===== config.mk =====
export PLATFORM = sky130hd
export DESIGN_NAME = mem_arbiter_flat
export DESIGN_NICKNAME = d
export VERILOG_FILES = /design/src/rtl/mem_arbiter_if.sv /design/src/rtl/mem_arbiter.sv /design/src/flat_wrapper.sv
export SDC_FILE = /design/constraint.sdc
export NUM_CORES = 1
export LEC_CHECK = 0
export ABC_AREA = 1
export BUFFER_PORTS_ARGS = -buffer_cell sky130_fd_sc_hd__buf_2
export CAP_MARGIN = 10
export CORE_AREA = 2 2 105 107
export CTS_CLUSTER_DIAMETER = 80
export DETAILED_ROUTE_END_ITERATION = 7
export DIE_AREA = 0 0 107 109
export GPL_ROUTABILITY_DRIVEN = 1
export PLACE_DENSITY = 0.77
export SLEW_MARGIN = 0
export SYNTH_ARGS = -nofsm -noshare
export SYNTH_HDL_FRONTEND = slang
export SYNTH_SLANG_ARGS = --single-unit

===== constraint.sdc =====
create_clock -name CLK -period 4.3 [get_ports CLK]
set_input_delay 0.86 -clock CLK [delete_from_list [all_inputs] [get_ports CLK]]
set_output_delay 0.86 -clock CLK [all_outputs]
set_load 0.02 [all_outputs]

===== src/rtl/mem_arbiter_if.sv =====
// Bundle between the I/D caches, the arbiter and the single-ported RAM.
// The slave modport is the arbiter's view; the master modport is the caches+RAM side.
interface mem_arbiter_if;
    logic        iREN;
    logic [31:0] iaddr;
    logic        dREN;
    logic        dWEN;
    logic [31:0] daddr;
    logic [31:0] dstore;
    logic        iwait;
    logic        dwait;
    logic [31:0] iload;
    logic [31:0] dload;
    logic        ramREN;
    logic        ramWEN;
    logic [31:0] ramaddr;
    logic [31:0] ramstore;
    logic [31:0] ramload;
    logic [1:0]  ramstate;
    logic        err;

    modport slave (
        input  iREN, iaddr, dREN, dWEN, daddr, dstore, ramload, ramstate,
        output iwait, dwait, iload, dload, ramREN, ramWEN, ramaddr, ramstore, err
    );

    modport master (
        output iREN, iaddr, dREN, dWEN, daddr, dstore, ramload, ramstate,
        input  iwait, dwait, iload, dload, ramREN, ramWEN, ramaddr, ramstore, err
    );
endinterface


===== src/rtl/mem_arbiter.sv =====
// Single-ported RAM arbiter between instruction refills and data accesses of one core:
// data-first with a starvation cap, per-access watchdog, sticky error flag.
module mem_arbiter #(
    parameter int STARVE_LIMIT = 4,
    parameter int TIMEOUT      = 255
) (
    input  logic         CLK,
    input  logic         RST,
    mem_arbiter_if.slave bus
);
    localparam int          SW         = $clog2(STARVE_LIMIT + 1);
    localparam logic [SW-1:0] STARVE_MAX = SW'(STARVE_LIMIT);
    localparam logic [7:0]  TMAX       = 8'(TIMEOUT);
    localparam logic [1:0]  RS_ACCESS  = 2'd2;
    localparam logic [1:0]  RS_ERROR   = 2'd3;
    localparam logic [31:0] BAD_WORD   = 32'hBAD1BAD1;

    typedef enum logic [1:0] {IDLE = 2'd0, DGNT = 2'd1, IGNT = 2'd2} state_t;

    state_t        r_state, w_state_next;
    logic [SW-1:0] r_starve, w_starve_next;
    logic [7:0]    r_tcnt, w_tcnt_next;
    logic          r_err, w_err_next;
    logic [31:0]   r_iload, w_iload_next;
    logic [31:0]   r_dload, w_dload_next;

    logic          w_iwait, w_dwait, w_ramREN, w_ramWEN;
    logic [31:0]   w_ramaddr, w_ramstore;
    logic          w_fault, w_done;
    logic [31:0]   w_word;
    logic [SW-1:0] w_starve_inc;

    // A grant finishes on ACCESS, on ERROR, or when the watchdog expires.
    assign w_fault = (bus.ramstate == RS_ERROR) ||
                     ((bus.ramstate != RS_ACCESS) && (r_tcnt == TMAX));
    assign w_done  = (bus.ramstate == RS_ACCESS) || w_fault;
    assign w_word  = (bus.ramstate == RS_ACCESS) ? bus.ramload : BAD_WORD;
    assign w_starve_inc = (r_starve == STARVE_MAX) ? r_starve : r_starve + 1'b1;

    always_comb begin
        w_state_next  = r_state;
        w_starve_next = r_starve;
        w_tcnt_next   = 8'd0;
        w_err_next    = r_err;
        w_iload_next  = r_iload;
        w_dload_next  = r_dload;
        w_iwait       = 1'b1;
        w_dwait       = 1'b1;
        w_ramREN      = 1'b0;
        w_ramWEN      = 1'b0;
        w_ramaddr     = 32'd0;
        w_ramstore    = 32'd0;

        case (r_state)
            IDLE: begin
                if ((bus.dREN || bus.dWEN) && !(bus.iREN && (r_starve == STARVE_MAX)))
                    w_state_next = DGNT;
                else if (bus.iREN)
                    w_state_next = IGNT;
            end
            DGNT: begin
                if (!(bus.dREN || bus.dWEN)) begin
                    w_state_next = IDLE;
                end else begin
                    w_ramaddr  = bus.daddr;
                    w_ramWEN   = bus.dWEN;
                    w_ramREN   = bus.dREN && !bus.dWEN;
                    w_ramstore = bus.dstore;
                    if (w_done) begin
                        w_dwait       = 1'b0;
                        w_dload_next  = w_word;
                        w_state_next  = IDLE;
                        w_err_next    = r_err || w_fault;
                        w_starve_next = bus.iREN ? w_starve_inc : '0;
                    end else begin
                        w_tcnt_next = r_tcnt + 8'd1;
                    end
                end
            end
            IGNT: begin
                if (!bus.iREN) begin
                    w_state_next = IDLE;
                end else begin
                    w_ramaddr = bus.iaddr;
                    w_ramREN  = 1'b1;
                    if (w_done) begin
                        w_iwait       = 1'b0;
                        w_iload_next  = w_word;
                        w_state_next  = IDLE;
                        w_err_next    = r_err || w_fault;
                        w_starve_next = '0;
                    end else begin
                        w_tcnt_next = r_tcnt + 8'd1;
                    end
                end
            end
            default: w_state_next = IDLE;
        endcase
    end

    always_ff @(posedge CLK) begin
        if (RST) begin
            r_state  <= IDLE;
            r_starve <= '0;
            r_tcnt   <= 8'd0;
            r_err    <= 1'b0;
            r_iload  <= 32'd0;
            r_dload  <= 32'd0;
        end else begin
            r_state  <= w_state_next;
            r_starve <= w_starve_next;
            r_tcnt   <= w_tcnt_next;
            r_err    <= w_err_next;
            r_iload  <= w_iload_next;
            r_dload  <= w_dload_next;
        end
    end

    // The completing cycle already shows the new word; it is held from the register after.
    assign bus.iload    = w_iload_next;
    assign bus.dload    = w_dload_next;
    assign bus.iwait    = w_iwait;
    assign bus.dwait    = w_dwait;
    assign bus.ramREN   = w_ramREN;
    assign bus.ramWEN   = w_ramWEN;
    assign bus.ramaddr  = w_ramaddr;
    assign bus.ramstore = w_ramstore;
    assign bus.err      = r_err;
endmodule

===== src/flat_wrapper.sv =====
// flat-port wrapper written by rule: the top's interface ports become plain ports
module mem_arbiter_flat 
#(
    parameter int STARVE_LIMIT = 4,
    parameter int TIMEOUT      = 255
)
  (CLK, RST, bus_iREN, bus_iaddr, bus_dREN, bus_dWEN, bus_daddr, bus_dstore, bus_ramload, bus_ramstate, bus_iwait, bus_dwait, bus_iload, bus_dload, bus_ramREN, bus_ramWEN, bus_ramaddr, bus_ramstore, bus_err);
  mem_arbiter_if bus_i ();
  input  logic CLK;
  input  logic RST;
  input wire logic [$bits(bus_i.iREN)-1:0] bus_iREN;
  input wire logic [$bits(bus_i.iaddr)-1:0] bus_iaddr;
  input wire logic [$bits(bus_i.dREN)-1:0] bus_dREN;
  input wire logic [$bits(bus_i.dWEN)-1:0] bus_dWEN;
  input wire logic [$bits(bus_i.daddr)-1:0] bus_daddr;
  input wire logic [$bits(bus_i.dstore)-1:0] bus_dstore;
  input wire logic [$bits(bus_i.ramload)-1:0] bus_ramload;
  input wire logic [$bits(bus_i.ramstate)-1:0] bus_ramstate;
  output wire logic [$bits(bus_i.iwait)-1:0] bus_iwait;
  output wire logic [$bits(bus_i.dwait)-1:0] bus_dwait;
  output wire logic [$bits(bus_i.iload)-1:0] bus_iload;
  output wire logic [$bits(bus_i.dload)-1:0] bus_dload;
  output wire logic [$bits(bus_i.ramREN)-1:0] bus_ramREN;
  output wire logic [$bits(bus_i.ramWEN)-1:0] bus_ramWEN;
  output wire logic [$bits(bus_i.ramaddr)-1:0] bus_ramaddr;
  output wire logic [$bits(bus_i.ramstore)-1:0] bus_ramstore;
  output wire logic [$bits(bus_i.err)-1:0] bus_err;
  assign bus_i.iREN = bus_iREN;
  assign bus_i.iaddr = bus_iaddr;
  assign bus_i.dREN = bus_dREN;
  assign bus_i.dWEN = bus_dWEN;
  assign bus_i.daddr = bus_daddr;
  assign bus_i.dstore = bus_dstore;
  assign bus_i.ramload = bus_ramload;
  assign bus_i.ramstate = bus_ramstate;
  assign bus_iwait = bus_i.iwait;
  assign bus_dwait = bus_i.dwait;
  assign bus_iload = bus_i.iload;
  assign bus_dload = bus_i.dload;
  assign bus_ramREN = bus_i.ramREN;
  assign bus_ramWEN = bus_i.ramWEN;
  assign bus_ramaddr = bus_i.ramaddr;
  assign bus_ramstore = bus_i.ramstore;
  assign bus_err = bus_i.err;
  mem_arbiter #(.STARVE_LIMIT(STARVE_LIMIT), .TIMEOUT(TIMEOUT)) u_core (.CLK(CLK), .RST(RST), .bus(bus_i));
endmodule

==> results.toml <==
[run_status]
status = "finished clean"

[logic_synthesis]
syn-num-nets = 810
ys_seq_elements = 78
synth_mux_area_frac = 0
synthArstFlopShare = 0
synth-seq-area-share = 0.3602
synth_area_um2 = 4335
synth_xor_area_frac = 0.006061
synth_compound_area_frac = 0.1518
yosys_most_used_dff = "dfxtp_1"
synth_edf_count = 0
postSynthCellCount = 668
synth_cell_types = 30
syn_area_per_cell_um2 = 6.490
synth_top_family_by_area = "simple AND/OR/NAND/NOR gates"
synthAdderAreaFrac = 0.02020
yosys.area_share.simple = 0.3351
ys_warn_count = 0

[global_route]
grt_pass1_vias = 4366
grtUsageTotal = 0.2153
grt_pass1_wl_mm = 20.22
overflow = 0
antenna_found_initial = 0
grt_max_degree = 52

[floorplanning]
die-width_um = 107
row_count = 38
die-area_um2 = 11660
io_pins = 268
core_um2 = 10600
start_util = 0.4089
die-height_um = 109

[critical_path]
cp.buffers_inverters = 4
path_cells = "inv_1 -> ha_1 -> nand2_1 -> inv_1 -> nand2_4 -> nand2_1 -> o21ai_1 -> inv_1 -> buf_2"
start_kind = "flop"
cp_num_cells = 9
crit_fanout = 51
crit_arrival_ns = 2.40
crit_family = "simple AND/OR/NAND/NOR gates"
max_stage_delay_ns = 0.48
cpMostUsedCell = "inv_1"
cp-end-kind = "output pin"
reg2reg_depth = 8
path_class = "reg2out"
critPathRequiredTime_ns = 3.44
critPathSlowestCell = "nand2_4"

[finish]
layout-drive-gt1-share = 0.3561
n_fill_cell = 1076
fin_area_um2 = 5867
syn_to_final_growth_pct = 35.32
nets = 1058
num_antenna_cells = 0

[cts]
cts_resized = 0
cts_buffers = 9
cts.sinks = 78
cts_max_level = 3
clk_pin_slew_ns = 0.08
holdBufCountCts = 0
clk_path_buf_depth = 2
clk_latency_ns = 0.34
cts_tree = "yes"
postCtsSetupRepairBufs = 0
root_buffer = "clkbuf_8"

[timing]
rsz0062_at_grt = "no"
slew_headroom = 0.4850
worst_slew_pin_slew_ns = 0.7717
min_period_ns = 3.265
final_hold_viol_count = 0
timing.final.ws_setup_ns = 1.035
fin_skew_ns = 0.01232
slew_violations = 0
clock.fmax_mhz = 306.3
finalSetupViolations = 0
fin_crit_sh = 0.7593
tns_ns = 0

[drt]
route.detailed.drc = 0
vias = 4813
dr.pass1.iters = 4
detail_route.vias_per_cell = 4.536
avgRoutedWirePerCell_um = 12.05
ant_nets = 0
wl_mm = 12.78
drtIter0Drc = 212

[worst_hold_path]
min_path_cells = 1
hp-class = "reg2reg"

[place]
pre_cts_slack_ns = 1.011
dp_hpwl_mm = 9.683
place_area_um2 = 5677
io_buffers = 267
gp_congestion = 0.8207

[power]
ir_drop_mv = 0.1375
leakage_uw = 0.003444
finalPower_uw = 1690
p_per_area_nw_per_um2 = 288.0

[run]
maxCapViolations = 0
[synthesized netlist by cell type, types with 5 or more instances]
cell type | n | area, µm²
nor3_1 | 5 | 25.02
and2_1 | 29 | 181.4
nor2_1 | 71 | 266.5
nand3_1 | 7 | 35.03
buf_6 | 7 | 78.83
inv_1 | 85 | 319.1
ha_1 | 7 | 87.58
inv_2 | 5 | 18.77
nand2_1 | 220 | 825.8
dfxtp_1 | 78 | 1562
clkbuf_1 | 10 | 37.54
buf_2 | 13 | 65.06
o21ai_1 | 9 | 45.04
a21oi_1 | 68 | 340.3
o21ai_2 | 27 | 236.5
[cell families (layout without fill, tap and decap cells)]
family,after synthesis,count (layout)
compound gates,110,110
simple gates,344,344
flops,78,78
fa+ha+maj,7,7
xor+xnor,3,3
buf+inv,126,379
[power breakdown]
part / switching, µW / internal, µW / total [µW]
sequential: 9.42 / 743 / 753
combinational: 261 / 141 / 402
clock: 265 / 270 / 535
[worst register-to-register path, cell delays in order (launching register included)]
cell,delay [ns]
dfxtp_1,0.37
inv_1,0.10
ha_1,0.29
nand2_2,0.10
inv_2,0.23
nand2_4,0.39
nand2_1,0.27
o21ai_2,0.08
and2_1,0.16
[through the flow]
stage	util	instances	hold slack [ns]
CTS	0.5533	1061	0.4665
floorplan	-	668	0.4175
global placement	0.5354	1045	0.4302
global route	0.5533	1061	0.4893
detailed placement	0.5354	1045	0.4408
finish	0.5533	1061	0.4602
[state kept, by name (all words and copies together) (netlist names)]
| name | cells |
|---|---|
| u_core.bus.err | 1 |
| u_core.r_state | 2 |
| u_core.r_starve | 3 |
| u_core.r_tcnt | 8 |
| u_core.r_iload | 32 |
| u_core.r_dload | 32 |
[cell usage in the layout (no fill, tap or decap)]
master,count
buf_2,267
nand2_1,220
inv_1,85
dfxtp_1,78
nor2_1,71
a21oi_1,68
and2_1,29
o21ai_2,27
o21ai_1,9
clkbuf_8,9
nand3_1,7
ha_1,7
inv_2,5
nor3_1,5
buf_4,5
nor2_4,3
nand2_4,3
o21ai_0,3
nand2_2,2
xor2_1,2
nand4_1,2
clkinvlp_4,2
clkbuf_1,2
nand2_8,1
xnor2_1,1
o211ai_1,1
a21boi_1,1
or2_2,1
clkinv_1,1
a31oi_1,1
inv_6,1
clkinv_2,1
bufinv_16,1
[layout make-up]
class	instances	area, µm²	share of cell area
inverter	91	341.6	0.05822
timing repair buffer	272	1374	0.2342
clock buffer	11	131.4	0.02239
clock inverter	5	58.81	0.01002
multi-input combinational	464	2225	0.3792
tap	140	175.2	0.02986
sequential	78	1562	0.2662
[final timing paths]
path / startpoint / end / slack (ns)
worst min-delay path: u_core.r_tcnt[0] / u_core.r_tcnt[0] / 0.46
worst max register to register: u_core.r_state[1] / u_core.r_dload[20] / 2.23
worst max-delay path: u_core.r_state[0] / bus_iload[22] / 1.04
worst min register to register: u_core.r_tcnt[0] / u_core.r_tcnt[0] / 0.46
[layer usage]
layer / wire length [µm] / up-vias / global-route usage / part of all wire
met4: 157 / 0 / 0.05659 / 0.012
li1: - / 2538 / - / -
met1: 5515 / 2089 / 0.2618 / 0.43
met3: 794 / 14 / 0.03825 / 0.062
met5: 0 / - / 0 / 0
met2: 6313 / 172 / 0.3922 / 0.49
(Power assumes the default switching activity.)
